--- src/rtl/fetch_pkg.sv ---
// Shared types and constants for the RV32I instruction-fetch front end.
// Latency: n/a (declarations only).
// Backpressure: n/a.
// Contents: fetch_state_t (RUN/FLUSH), NOP_INSTR, INSTR_W.
package fetch_pkg;

   localparam int          INSTR_W   = 32;
   localparam logic [31:0] NOP_INSTR = 32'h0000_0013;  // addi x0,x0,0

   typedef enum logic {
      RUN   = 1'b0,
      FLUSH = 1'b1
   } fetch_state_t;

endpackage

--- src/rtl/sync_fifo.sv ---
// Generic synchronous FIFO with a synchronous flush and an occupancy count.
// Latency: a push is visible at head_dat_o from the next cycle.
// Backpressure: a push while full is dropped unless a pop happens in the same cycle.
// Ports: clk, rst_n (sync, active-low), flush_i, push_i/push_dat_i, pop_i,
//        head_dat_o (oldest entry), count_o (0..DEPTH), full_o.
module sync_fifo #(
   parameter int WIDTH = 64,
   parameter int DEPTH = 4,
   localparam int AW = $clog2(DEPTH),
   localparam int CW = AW + 1
) (
   input  logic             clk,
   input  logic             rst_n,
   input  logic             flush_i,
   input  logic             push_i,
   input  logic [WIDTH-1:0] push_dat_i,
   input  logic             pop_i,
   output logic [WIDTH-1:0] head_dat_o,
   output logic [CW-1:0]    count_o,
   output logic             full_o
);

   logic [WIDTH-1:0] mem_q [DEPTH];
   logic [AW-1:0]    rd_ptr_q;
   logic [AW-1:0]    wr_ptr_q;
   logic [CW-1:0]    count_q;
   logic             do_push;
   logic             do_pop;

   assign full_o     = (count_q == CW'(DEPTH));
   assign count_o    = count_q;
   assign head_dat_o = mem_q[rd_ptr_q];
   assign do_pop     = pop_i && (count_q != '0);
   // A full FIFO can still take a push when the head leaves in the same cycle.
   assign do_push    = push_i && (!full_o || do_pop);

   // Storage carries no reset: entries are only observed through count_q.
   always_ff @(posedge clk) begin
      if (do_push && !flush_i) begin
         mem_q[wr_ptr_q] <= push_dat_i;
      end
   end

   always_ff @(posedge clk) begin
      if (!rst_n || flush_i) begin
         rd_ptr_q <= '0;
         wr_ptr_q <= '0;
         count_q  <= '0;
      end else begin
         if (do_push) wr_ptr_q <= wr_ptr_q + AW'(1);
         if (do_pop)  rd_ptr_q <= rd_ptr_q + AW'(1);
         count_q <= count_q + CW'(do_push) - CW'(do_pop);
      end
   end

endmodule

--- src/rtl/rv_fetch_unit.sv ---
// Decoupled RV32I fetcher: credit-limited word requests into an in-order prefetch queue.
// Latency: response to instr 1 cycle (0 cycles with FETCH_BYPASS_EN defined).
// Backpressure: requests stop once queued + in-flight reaches DEPTH; redirect flushes.
// Ports: clk, rst_n (sync, active-low); redirect_valid/redirect_pc; imem_req/imem_addr/
//        imem_gnt request channel; imem_rvalid/imem_rdata in-order responses;
//        instr_valid/instr_ready/instr/instr_pc towards decode.
// Optional: `FETCH_BYPASS_EN forwards a response straight to decode when the queue is empty.
module rv_fetch_unit
   import fetch_pkg::*;
#(
   parameter int              XLEN     = 32,
   parameter int              DEPTH    = 4,
   parameter logic [XLEN-1:0] RESET_PC = '0
) (
   input  logic               clk,
   input  logic               rst_n,
   input  logic               redirect_valid,
   input  logic [XLEN-1:0]    redirect_pc,
   output logic               imem_req,
   output logic [XLEN-1:0]    imem_addr,
   input  logic               imem_gnt,
   input  logic               imem_rvalid,
   input  logic [INSTR_W-1:0] imem_rdata,
   output logic               instr_valid,
   input  logic               instr_ready,
   output logic [INSTR_W-1:0] instr,
   output logic [XLEN-1:0]    instr_pc
);

   localparam int CW = $clog2(DEPTH) + 1;
   localparam int QW = XLEN + INSTR_W;

   fetch_state_t    state_q, state_d;
   logic [XLEN-1:0] fetch_pc_q, fetch_pc_d;
   logic [XLEN-1:0] resp_pc_q, resp_pc_d;
   logic [CW-1:0]   outst_q, outst_d;
   logic [CW-1:0]   discard_q, discard_d;
   logic            active_q;

   logic [QW-1:0]   q_head;
   logic [CW-1:0]   q_count;
   logic            q_full;
   logic            q_push;
   logic            q_pop;
   logic            q_empty;

   logic            credit_ok;
   logic            run_ok;
   logic            gnt_acc;
   logic            rsp;
   logic            byp;
   logic [XLEN-1:0] redir_tgt;
   logic [1:0]      unused_redir_lsb;

   assign unused_redir_lsb = redirect_pc[1:0];
   assign redir_tgt        = {redirect_pc[XLEN-1:2], 2'b00};
   assign q_empty          = (q_count == '0);

   // Every queued or in-flight word owns one queue slot, so a granted response
   // always finds room.
   assign credit_ok = ({1'b0, q_count} + {1'b0, outst_q}) < (CW+1)'(DEPTH);
   // active_q holds requests off until the first cycle after reset is released.
   assign run_ok    = active_q && (state_q == RUN) && credit_ok;
   assign imem_req  = run_ok && !redirect_valid;
   assign imem_addr = fetch_pc_q;

   // A grant landing in a redirect cycle is still a real memory transaction
   // (it answered the request presented before the redirect dropped it), so it
   // is counted and later discarded.
   assign gnt_acc = imem_gnt && run_ok;
   assign rsp     = imem_rvalid && (outst_q != '0);

`ifdef FETCH_BYPASS_EN
   assign byp = q_empty && active_q && (state_q == RUN) && !redirect_valid && rsp;
`else
   assign byp = 1'b0;
`endif

   assign instr_valid = !q_empty || byp;
   assign instr       = !q_empty ? q_head[INSTR_W-1:0] : (byp ? imem_rdata : NOP_INSTR);
   assign instr_pc    = !q_empty ? q_head[QW-1:INSTR_W] : resp_pc_q;

   assign q_pop  = !q_empty && instr_ready && !redirect_valid;
   // A bypassed word consumed by decode this cycle never enters the queue.
   assign q_push = rsp && (state_q == RUN) && !redirect_valid && !(byp && instr_ready);

   sync_fifo #(
      .WIDTH (QW),
      .DEPTH (DEPTH)
   ) u_queue (
      .clk        (clk),
      .rst_n      (rst_n),
      .flush_i    (redirect_valid),
      .push_i     (q_push),
      .push_dat_i ({resp_pc_q, imem_rdata}),
      .pop_i      (q_pop),
      .head_dat_o (q_head),
      .count_o    (q_count),
      .full_o     (q_full)
   );

   always_comb begin
      state_d    = state_q;
      fetch_pc_d = fetch_pc_q;
      resp_pc_d  = resp_pc_q;
      discard_d  = discard_q;
      outst_d    = outst_q + CW'(gnt_acc) - CW'(rsp);
      if (redirect_valid) begin
         // Everything still in flight after this edge is stale, including a
         // grant in this cycle; a response in this cycle is simply dropped.
         fetch_pc_d = redir_tgt;
         resp_pc_d  = redir_tgt;
         discard_d  = outst_d;
         state_d    = (outst_d != '0) ? FLUSH : RUN;
      end else begin
         unique case (state_q)
            RUN: begin
               if (gnt_acc) fetch_pc_d = fetch_pc_q + XLEN'(4);
               if (rsp)     resp_pc_d  = resp_pc_q + XLEN'(4);
            end
            FLUSH: begin
               if (rsp) begin
                  discard_d = discard_q - CW'(1);
                  if (discard_q == CW'(1)) state_d = RUN;
               end
            end
            default: state_d = RUN;
         endcase
      end
   end

   always_ff @(posedge clk) begin
      if (!rst_n) begin
         state_q    <= RUN;
         fetch_pc_q <= RESET_PC;
         resp_pc_q  <= RESET_PC;
         outst_q    <= '0;
         discard_q  <= '0;
         active_q   <= 1'b0;
      end else begin
         state_q    <= state_d;
         fetch_pc_q <= fetch_pc_d;
         resp_pc_q  <= resp_pc_d;
         outst_q    <= outst_d;
         discard_q  <= discard_d;
         active_q   <= 1'b1;
      end
   end

`ifndef SYNTHESIS
   // A response arriving with the queue full means the memory broke the credit contract.
   always_ff @(posedge clk) begin
      if (rst_n) begin
         assert (!(q_push && q_full && !q_pop))
            else $error("rv_fetch_unit: prefetch queue overflow, response dropped");
      end
   end
`endif

endmodule

--- config.mk ---
export PLATFORM = sky130hd
export DESIGN_NAME = rv_fetch_unit
export DESIGN_NICKNAME = d
export VERILOG_FILES = /design/src/rtl/fetch_pkg.sv /design/src/rtl/sync_fifo.sv /design/src/rtl/rv_fetch_unit.sv
export SDC_FILE = /design/constraint.sdc
export NUM_CORES = 1
export LEC_CHECK = 0
export CORE_ASPECT_RATIO = 0.7
export CORE_MARGIN = 2
export CORE_UTILIZATION = 59
export CTS_BUF_LIST = sky130_fd_sc_hd__clkbuf_8
export CTS_CLUSTER_DIAMETER = 30
export DETAILED_ROUTE_END_ITERATION = 16
export PLACE_DENSITY = 0.84
export SYNTH_ARGS = -nofsm -noshare
export SYNTH_HDL_FRONTEND = slang
export SYNTH_SLANG_ARGS = --single-unit
--- constraint.sdc ---
create_clock -name clk -period 7.6 [get_ports clk]
set_input_delay 1.14 -clock clk [delete_from_list [all_inputs] [get_ports clk]]
set_output_delay 1.14 -clock clk [all_outputs]
set_load 0.05 [all_outputs]
==> impl_metrics.yaml <==
outcome:
  run_status: "finished clean"
logic_synthesis:
  synth_seq_area_share_pct: 65.5
  synth_area_sq_um: 13700
  synth-simple-area-share_pct: 9.47
  synth_compound_area_share_pct: 5.38
  async_flop_share_pct: 0
  synth-main-ff-cell: "edfxtp_1"
  ys_types: 56
  post_synth_inst_count: 916
  synth_xor_xnor_area_share_pct: 3.06
  yosys.area_share.adder_pct: 1.57
  muxShareOfSynthArea_pct: 12.8
  synth_top_family_by_area: "multiplexers"
  ys_ff_latch: 325
  syn_area_per_cell_sq_um: 15.0
  synth_warnings: 0
  synth_edf_count: 248
power_and_ir_drop:
  pwr-share-clk_pct: 33.4
  seq_power_share_pct: 51.1
  p_sw_share_pct: 27.8
  power_density_nw_per_um2: 246
  combinationalPowerShare_pct: 15.5
  cellLeakagePower_nw: 5.37
  p_int_mw: 2.95
  p_sw_mw: 1.13
  max-vdd-ir-drop_uv: 164
global_routing:
  grt_pass1_vias: 8605
  antenna_found_initial: 0
  grt_max_degree: 69
  grtUsageTotal_pct: 25.1
  grt_pass1_wl_um: 47300
  grt_overflow: 0
placed_design:
  dpl_worst_slack_ns: 2.55
  gp_congestion: 0.912
  dp.cells: 1353
  postPlaceCellArea_sq_um: 15600
  port_buffers: 161
  dp_hpwl_um: 18900
floorplan:
  fp.dieArea_sq_um: 24500
  num_rows: 46
  die_w_um: 186
  dieHeight_um: 132
  initial_core_util_pct: 60.3
  ios: 168
  core_area_sq_um: 22700
final_layout:
  area_growth_pct: 20.6
  drive_gt1_share_pct: 16.1
  final-instance-count-excl-fill: 1443
  stdcell_area_sq_um: 16500
  num_antenna_cells: 0
  nets: 1180
  final_common_cell: "edfxtp_1"
  final_cell_mix: "edfxtp_1, clkdlybuf4s50_1, dfxtp_1, mux4_2, clkbuf_8"
drt:
  vias: 8766
  wl_per_cell_um: 21.0
  wl_um: 30300
  drt_iter0_drc: 982
  final_antenna_net_count: 0
  dr.pass1.iters: 6
  vias_per_cell: 6.07
  drc_errors: 0
clock_tree:
  cts_setup_buffers: 0
  cts_tree: "yes"
  cts_resized: 0
  htreeDepth: 2
  cts_buffer_depth: 3
  clkLatencyLatePin_ns: 0.56
  numCtsBuffers: 51
  cts.sinks: 325
  clkTransAtPathRegs_ns: 0.06
  cts_root_buf: "clkbuf_8"
  postCtsHoldBufs: 0
sta:
  fmax_ghz: 0.212
  worst_pin_slew_ns: 1.07
  hold_viol: 0
  period_needed_ns: 4.72
  finClkSkew_ns: 0.0227
  final_max_slew_viol_count: 0
  finalSetupViolCount: 0
  setup_tns_ns: 0
  rsz0062_at_grt: "false"
  slew_headroom_pct: 28.8
  layout_setup_ws_ns: 2.88
  finalCritPeriodShare_pct: 62.1
min_path:
  hold_path_class: "register to register"
worst_setup_path:
  cp.arrival_ns: 3.58
  path_class: "register to output pin"
  crit_path_max_fanout: 33
  worstSetupStartpointType: "register"
  endpoint_kind: "output pin"
  cp_data_required_time_ns: 6.46
job:
  max_cap_violations: 0
==> kinds of logic after synthesis <==
family,count (synthesis)
adder cells (fa/ha/maj),16
multiplexers,94
XOR/XNOR,48
AND/OR/NAND/NOR,234
other,1
flip-flops,325
buffers and inverters,69
AO/OA/AOI/OAI,129
==> through the flow <==
step	util, %	power (mW)	hold slack (ns)
floorplan	-	2.52	0.485
global placement	68.6	2.73	0.503
detailed placement	68.6	2.75	0.534
CTS	72.8	4.10	0.556
global route	72.8	4.24	0.582
finish	72.8	4.08	0.545
==> worst max-delay path, stage by stage, from the launching register on <==
cell and delay, ns:
dfxtp_4 0.76, buf_4 0.60, mux4_2 0.57, mux2_2 0.31, clkdlybuf4s50_1 0.71
==> final timing paths <==
path | start | cells past startpoint | slack (ns) | to
worst max register to register | outst_q[1] | 6 | 3.68 | u_queue.mem_q[2][43]
worst max-delay path | register | 4 | 2.88 | instr_pc[21]
worst min-delay path | u_queue.rd_ptr_q[1] | 2 | 0.55 | register
worst min register to register | u_queue.rd_ptr_q[1] | 2 | 0.55 | register
==> cell usage after synthesis, drive strengths merged, types with 3 or more instances <==
master	instances	share of area (%)
edfxtp	248	54
dfxtp	77	11
mux4	62	10
a21oi	51	1.9
o21ai	49	1.8
nand2	42	1.1
clkbuf	34	0.94
nor2b	33	1.5
xnor2	32	2.0
mux2	31	2.5
nor2	29	0.79
nand4	26	1.2
nand3	24	0.88
inv	18	0.49
buf	16	0.71
nor3	16	0.58
xor2	16	1.0
ha	14	1.3
and2	12	0.55
and3	12	0.55
nor4	12	0.59
and4	8	0.51
a31oi	7	0.32
o311ai	7	0.45
nand3b	4	0.22
or2	4	0.18
a41oi	3	0.19
nor4b	3	0.19
==> registers in the layout (all words and copies together), names as in the netlist, named ones only <==
register / cells
resp_pc_q: 30
discard_q: 3
outst_q: 3
u_queue.count_o: 3
state_q: 1
u_queue.wr_ptr_q: 2
u_queue.mem_q: 248
active_q: 1
u_queue.rd_ptr_q: 2
imem_addr: 30
==> layer usage <==
| metal | part of all wire, % | up-vias | global-route usage (%) |
|---|---|---|---|
| met1 | 43 | 4337 | 37.6 |
| met2 | 46 | 451 | 37.8 |
| met5 | 0 | - | 0 |
| met3 | 9.0 | 57 | 5.29 |
| li1 | - | 3921 | - |
| met4 | 1.7 | 0 | 6.21 |
==> layout make-up <==
type	count	area, sq um
Fill cell	1467	6190
Inverter	19	71.3
Tap cell	312	390
Clock buffer	55	757
Timing Repair Buffer	172	1690
Multi-Input combinational cell	525	4450
Sequential cell	325	8990
Clock inverter	35	183
==> power groups by stage <==
stage | clock network (mW) | registers [mW] | logic [mW]
finish | 1.36 | 2.08 | 0.632
global route | 1.47 | 2.09 | 0.678
CTS | 1.39 | 2.08 | 0.635
detailed placement | 0 | 2.12 | 0.631
global placement | 0 | 2.11 | 0.621
floorplan | 0 | 2.13 | 0.389
Note: power is estimated with default switching activity, not from simulation.
==> RTL change 1, RTL diff (same settings) <==
`DEPTH` is set to 4 in 2 places; all go to 8.
--- a/src/rtl/sync_fifo.sv
+++ b/src/rtl/sync_fifo.sv
@@ -5,7 +5,7 @@
 //        head_dat_o (oldest entry), count_o (0..DEPTH), full_o.
 module sync_fifo #(
    parameter int WIDTH = 64,
-   parameter int DEPTH = 4,
+   parameter int DEPTH = 8,
    localparam int AW = $clog2(DEPTH),
    localparam int CW = AW + 1
 ) (
--- a/src/rtl/rv_fetch_unit.sv
+++ b/src/rtl/rv_fetch_unit.sv
@@ -9,7 +9,7 @@
    import fetch_pkg::*;
 #(
    parameter int              XLEN     = 32,
-   parameter int              DEPTH    = 4,
+   parameter int              DEPTH    = 8,
    parameter logic [XLEN-1:0] RESET_PC = '0
 ) (
    input  logic               clk,
Function: changed (a bounded check fails within 10 cycles, from zero or initial values and one cycle with rst_n low).
==> RTL change 1 against the original RTL <==
  * Cell area grew 68%
  * Sequential cell count grew 254
  * Area after synthesis grew 72%
  * Routed wire length grew 76%
  * Global-route usage increased by 0.88 points
  * Clock power grew 110%
  * Total power is 84% higher
  * Critical path depth increased by 5
  * Core utilization is 2.6 points lower
  * Setup slack worse by 0.64 ns
  * Critical endpoint is now instr_pc[2]
==> RTL change 1: results (changes against the original RTL) <==
Clk slew on worst S/H paths - 0.05 ns
Min Tclk post-route - 5.36 ns (was 4.72 ns)
Antenna violations before repair - 1 (was 0)
Ranking of synthesized cells by area - edfxtp_1 63%, mux4_2 12%, dfxtp_1 7.0% (was edfxtp_1 54%, dfxtp_1 11%, mux4_2 10%)
Count of unique library cells instantiated by Yosys - 67 (was 56)
Outcome - completed (unchanged)
Critical-path maximum fanout - 39 (was 33)
H-tree Lvls - 3 (was 2)
Post-CTS Setup Bufs - 0 (unchanged)
Worst ir drop on vdd - 0.000157 V (was 0.000164 V)
Placed insts - 2050 (was 1353)
Pre-CTS WS - 2.78 ns (was 2.55 ns)
Wire per inst - 24.0 um (was 21.0 um)
Share of cells above drive strength 1 - 0.181 (was 0.161)
DR iter-0 viols - 1568 (was 982)
Worst path slowest cell - clkdlybuf4s50_1 (was dfxtp_4)
Vias in the first global route - 13900 (was 8605)
Final GP Congestion - 0.901 (was 0.912)
CTS root buf - clkbuf_8 (unchanged)
Setup Skew - 0.0329 ns (was 0.0227 ns)
Resize count post-CTS - 0 (unchanged)
CTS max path bufs - 3 (unchanged)
First-pass GRT wire length - 81200 um (was 47300 um)
Crit path max-delay family - buffers and inverters (unchanged)
Dpl cell area - 0.0258 mm2 (was 0.0156 mm2)
Diode count - 0 (unchanged)
Hold WS - 0.496 ns (was 0.545 ns)
Avg Vias per Cell - 6.21 (was 6.07)
Clk_lat worst skew - 0.67 ns (was 0.56 ns)
CP max stage delay - 0.88 ns (was 0.76 ns)
Top post-synthesis cells by count - 496 x edfxtp_1, 124 x mux4_2, 97 x nor2_1, 83 x dfxtp_1, 78 x a21oi_1 (was 248 x edfxtp_1, 77 x dfxtp_1, 62 x mux4_2, 51 x a21oi_1, 49 x o21ai_0)
Total track usage - 0.259 (was 0.251)
Synth Warn # - 0 (unchanged)
R2R setup slack - 3.14 ns (was 3.68 ns)
Cells after Synth - 1406 (was 916)
TritonCTS buffer count - 93 (was 51)
HPWL after DPL - 30600 um (was 18900 um)
Nets - 1702 (was 1180)
Drt first pass iters - 6 (unchanged)
Fin cells - 2220 (was 1443)
Biggest register - u_queue.mem_q (unchanged)
Max FFs per register - 496 (was 248)
Seq/Total Area, Yosys - 0.701 (was 0.655)
Worst-Margin Slew - 1.20 ns (was 1.07 ns)
Leakage - 8.86 nW (was 5.37 nW)
Maximum number of pins on one net before global-route repair - 125 (was 69)
Number of enable flip-flop cells after synthesis - 496 (was 248)
Critical Path AT - 4.22 ns (was 3.58 ns)
-- RTL change 1: metal layers --
layer,vias up,routed length (um),GRT usage,share of wire
met3,83,4720,0.0523,0.088
li1,5974,-,-,-
met5,-,13,0,0.00024
met1,6958,21500,0.359,0.40
met4,2,1170,0.0800,0.022
met2,776,25900,0.424,0.49
-- RTL change 1: cell families after synthesis --
group / count (synthesis) / share of synthesized area
mux: 187 / 0.145
xor+xnor: 46 / 0.0171
flops: 579 / 0.701
fa+ha+maj: 22 / 0.0123
simple gates: 288 / 0.0604
compound gates: 168 / 0.0435
buf+inv: 115 / 0.0201
other cells: 1 / 0.000159
-- RTL change 1: report_power, final --
part           leakage [nW]  switching, mW  internal (mW)
sequential             5.19         0.0938           3.55
combinational          2.55          0.705          0.382
clock                  1.11           1.23           1.56
total                  8.86           2.03           5.49
-- RTL change 1: worst paths after layout --
path	start	to	cells after the start
setup / recovery	u_queue.count_o[2]$_SDFF_PP0_	instr_pc[2]	9
hold / removal	u_queue.rd_ptr_q[1]$_SDFFE_PP0P_	flop	2
setup reg to reg	u_queue.count_o[2]$_SDFF_PP0_	u_queue.mem_q[7][48]$_DFFE_PP_	10
hold reg to reg	u_queue.rd_ptr_q[1]$_SDFFE_PP0P_	flop	2
-- RTL change 1: worst reg2reg max path, cell delays in order (launching register included) --
cell	delay (ns)
dfxtp_1	0.33
inv_1	0.08
ha_1	0.19
and3_1	0.19
buf_4	0.26
inv_2	0.69
nand3_1	0.23
a41oi_2	0.56
nand2_1	0.30
nor2_4	0.83
buf_4	0.48
-- RTL change 1: area by class of cell --
cell class	instances	area [um2]
sequential	579	16600
clock inverter	71	604
timing repair buffer	188	1830
clock buffer	99	1360
inverter	33	124
tap	535	669
fill	2355	11800
multi-input combinational	715	6650
==> RTL change 2, RTL diff (same settings) <==
Made on the original files. Build with the macro `FETCH_BYPASS_EN` defined.
--- a/src/rtl/rv_fetch_unit.sv
+++ b/src/rtl/rv_fetch_unit.sv
@@ -5,6 +5,8 @@
 //        imem_gnt request channel; imem_rvalid/imem_rdata in-order responses;
 //        instr_valid/instr_ready/instr/instr_pc towards decode.
 // Optional: `FETCH_BYPASS_EN forwards a response straight to decode when the queue is empty.
+`define FETCH_BYPASS_EN
+
 module rv_fetch_unit
    import fetch_pkg::*;
 #(
Function: changed (a bounded check fails within 4 cycles, from zero or initial values and one cycle with rst_n low).
==> RTL change 2 against the original RTL <==
  * Global-route usage hardly changed
  * Setup slack got worse by 0.37 ns
  * Routed wire length is 2.0% higher
  * Total power grew 1.2%
  * Core utilization barely moved
  * Worst hold slack better by 0.0031 ns
  * Cell count rose by 1.7%
  * Cell area is 0.32% higher
  * Sequential cell count did not move
  * Area after synthesis rose by 0.27%
==> RTL change 2: results (changes against the original RTL) <==
DR iter-0 viols - 942 (was 982)
Maximum number of pins on one net before global-route repair - 86 (was 69)
Post-synthesis mux area share - 0.105 (was 0.128)
Final GP Congestion - 0.904 (was 0.912)
Fin cells - 1467 (was 1443)
Routed via count - 8839 (was 8766)
Synth Area in XOR/XNOR - 0.0350 (was 0.0306)
Ranking of synthesized cells by area - edfxtp_1 54%, dfxtp_1 11%, mux4_2 10% (unchanged)
Total track usage - 0.251 (about the same)
R2R setup slack - 3.83 ns (was 3.68 ns)
Met3 wire length - 2660 um (was 2730 um)
Relative slew slack - 0.282 (was 0.288)
Routed wl met2 - 14400 um (was 14000 um)
Met1 usage in global routing - 0.373 (was 0.376)
Resize count post-CTS - 0 (unchanged)
Nets - 1202 (was 1180)
Critical-path maximum fanout - 29 (was 33)
GRT met2 Usage - 0.383 (was 0.378)
Hold path startpoint - u_queue.rd_ptr_q[0]$_SDFFE_PP0P_ (was u_queue.rd_ptr_q[1]$_SDFFE_PP0P_)
Pre-CTS WS - 2.53 ns (was 2.55 ns)
Seq/Total Area, Yosys - 0.653 (was 0.655)
Outcome - completed (unchanged)
First-pass GRT wire length - 48200 um (was 47300 um)
Critical Path AT - 3.94 ns (was 3.58 ns)
WL final - 30900 um (was 30300 um)
Share of cells above drive strength 1 - 0.144 (was 0.161)
Routing usage on met3 - 0.0530 (was 0.0529)
Top post-synthesis cells by count - 248 x edfxtp_1, 122 x nand2_1, 77 x dfxtp_1, 62 x mux4_2, 45 x a21oi_1 (was 248 x edfxtp_1, 77 x dfxtp_1, 62 x mux4_2, 51 x a21oi_1, 49 x o21ai_0)
Hold WS - 0.548 ns (was 0.545 ns)
Worst ir drop on vdd - 0.000185 V (was 0.000164 V)
Placed insts - 1377 (was 1353)
Count of unique library cells instantiated by Yosys - 55 (was 56)
Synth Area in Compound Gates - 0.0679 (was 0.0538)
CP max stage delay - 0.82 ns (was 0.76 ns)
Worst R2R Start - u_queue.count_o[2]$_SDFF_PP0_ (was outst_q[1]$_SDFF_PN0_)
Leakage - 5.50 nW (was 5.37 nW)
Synth Area in Adders - 0.0156 (was 0.0157)
Vias in the first global route - 8542 (was 8605)
Drt first pass iters - 5 (was 6)
Worst path slowest cell - clkdlybuf4s50_1 (was dfxtp_4)
Setup Skew - 0.0265 ns (was 0.0227 ns)
WL met1 - 13400 um (was 13000 um)
HPWL after DPL - 19800 um (was 18900 um)
Dpl cell area - 0.0156 mm2 (about the same)
Reg-to-reg endpoint - state_q$_SDFF_PN0_ (was u_queue.mem_q[2][43]$_DFFE_PP_)
Reg2reg path depth - 13 (was 6)
-- RTL change 2: changes by cell type in the layout (fill, tap and decap cells not counted), moves of 7 or more --
cell      unedited run  this run
mux2_2              31         0
nor2b_1             33         0
o21ai_0             49        35
a22o_1               0        30
o311ai_0             7         0
nor2_1              29        16
nand2_1             42       122
-- RTL change 2: kinds of logic (layout without fill, tap and decap cells) --
| group | Yosys count | count (layout) |
|---|---|---|
| flops | 325 | 325 |
| simple gates | 261 | 261 |
| compound gates | 144 | 144 |
| buf+inv | 76 | 283 |
| mux | 67 | 67 |
| xor+xnor | 55 | 55 |
| fa+ha+maj | 16 | 16 |
| other cells | 1 | 4 |
-- RTL change 2: cell type report --
| type | instances | area, um2 |
|---|---|---|
| clock buffers | 50 | 688 |
| inverters | 20 | 75.1 |
| multi-input cells | 547 | 4450 |
| flip-flops and latches | 325 | 8990 |
| fillers | 1493 | 6200 |
| repair buffers | 173 | 1700 |
| well taps | 312 | 390 |
| clock inverters | 40 | 293 |
-- RTL change 2: how the worst max path moves through the flow --
stage                            from                             to  slack (ns)  cells past startpoint
after detailed placement  imem_rvalid                      instr[28]        2.53                      8
after CTS                 imem_rvalid                       instr[6]        2.53                      8
after floorplan           imem_rvalid  u_queue.mem_q[0][0]$_DFFE_PP_        3.68                      6
final                     imem_rvalid                      instr[11]        2.52                      8
after global routing      imem_rvalid                      instr[11]        2.33                      8
after global placement    imem_rvalid                       instr[6]        2.60                      8
-- RTL change 2: power by group --
group          switching, mW  internal [mW]  total, mW
registers             0.0747           1.99       2.06
clock network          0.661          0.758       1.42
logic                  0.408          0.236      0.644
-- RTL change 2: worst max-delay path: cells and delay by family --
kind                   cells  cell delay (ns)
and+or+nand+nor            2             0.62
AOI/OAI and AO/OA          2             0.33
buffers and inverters      4             1.81
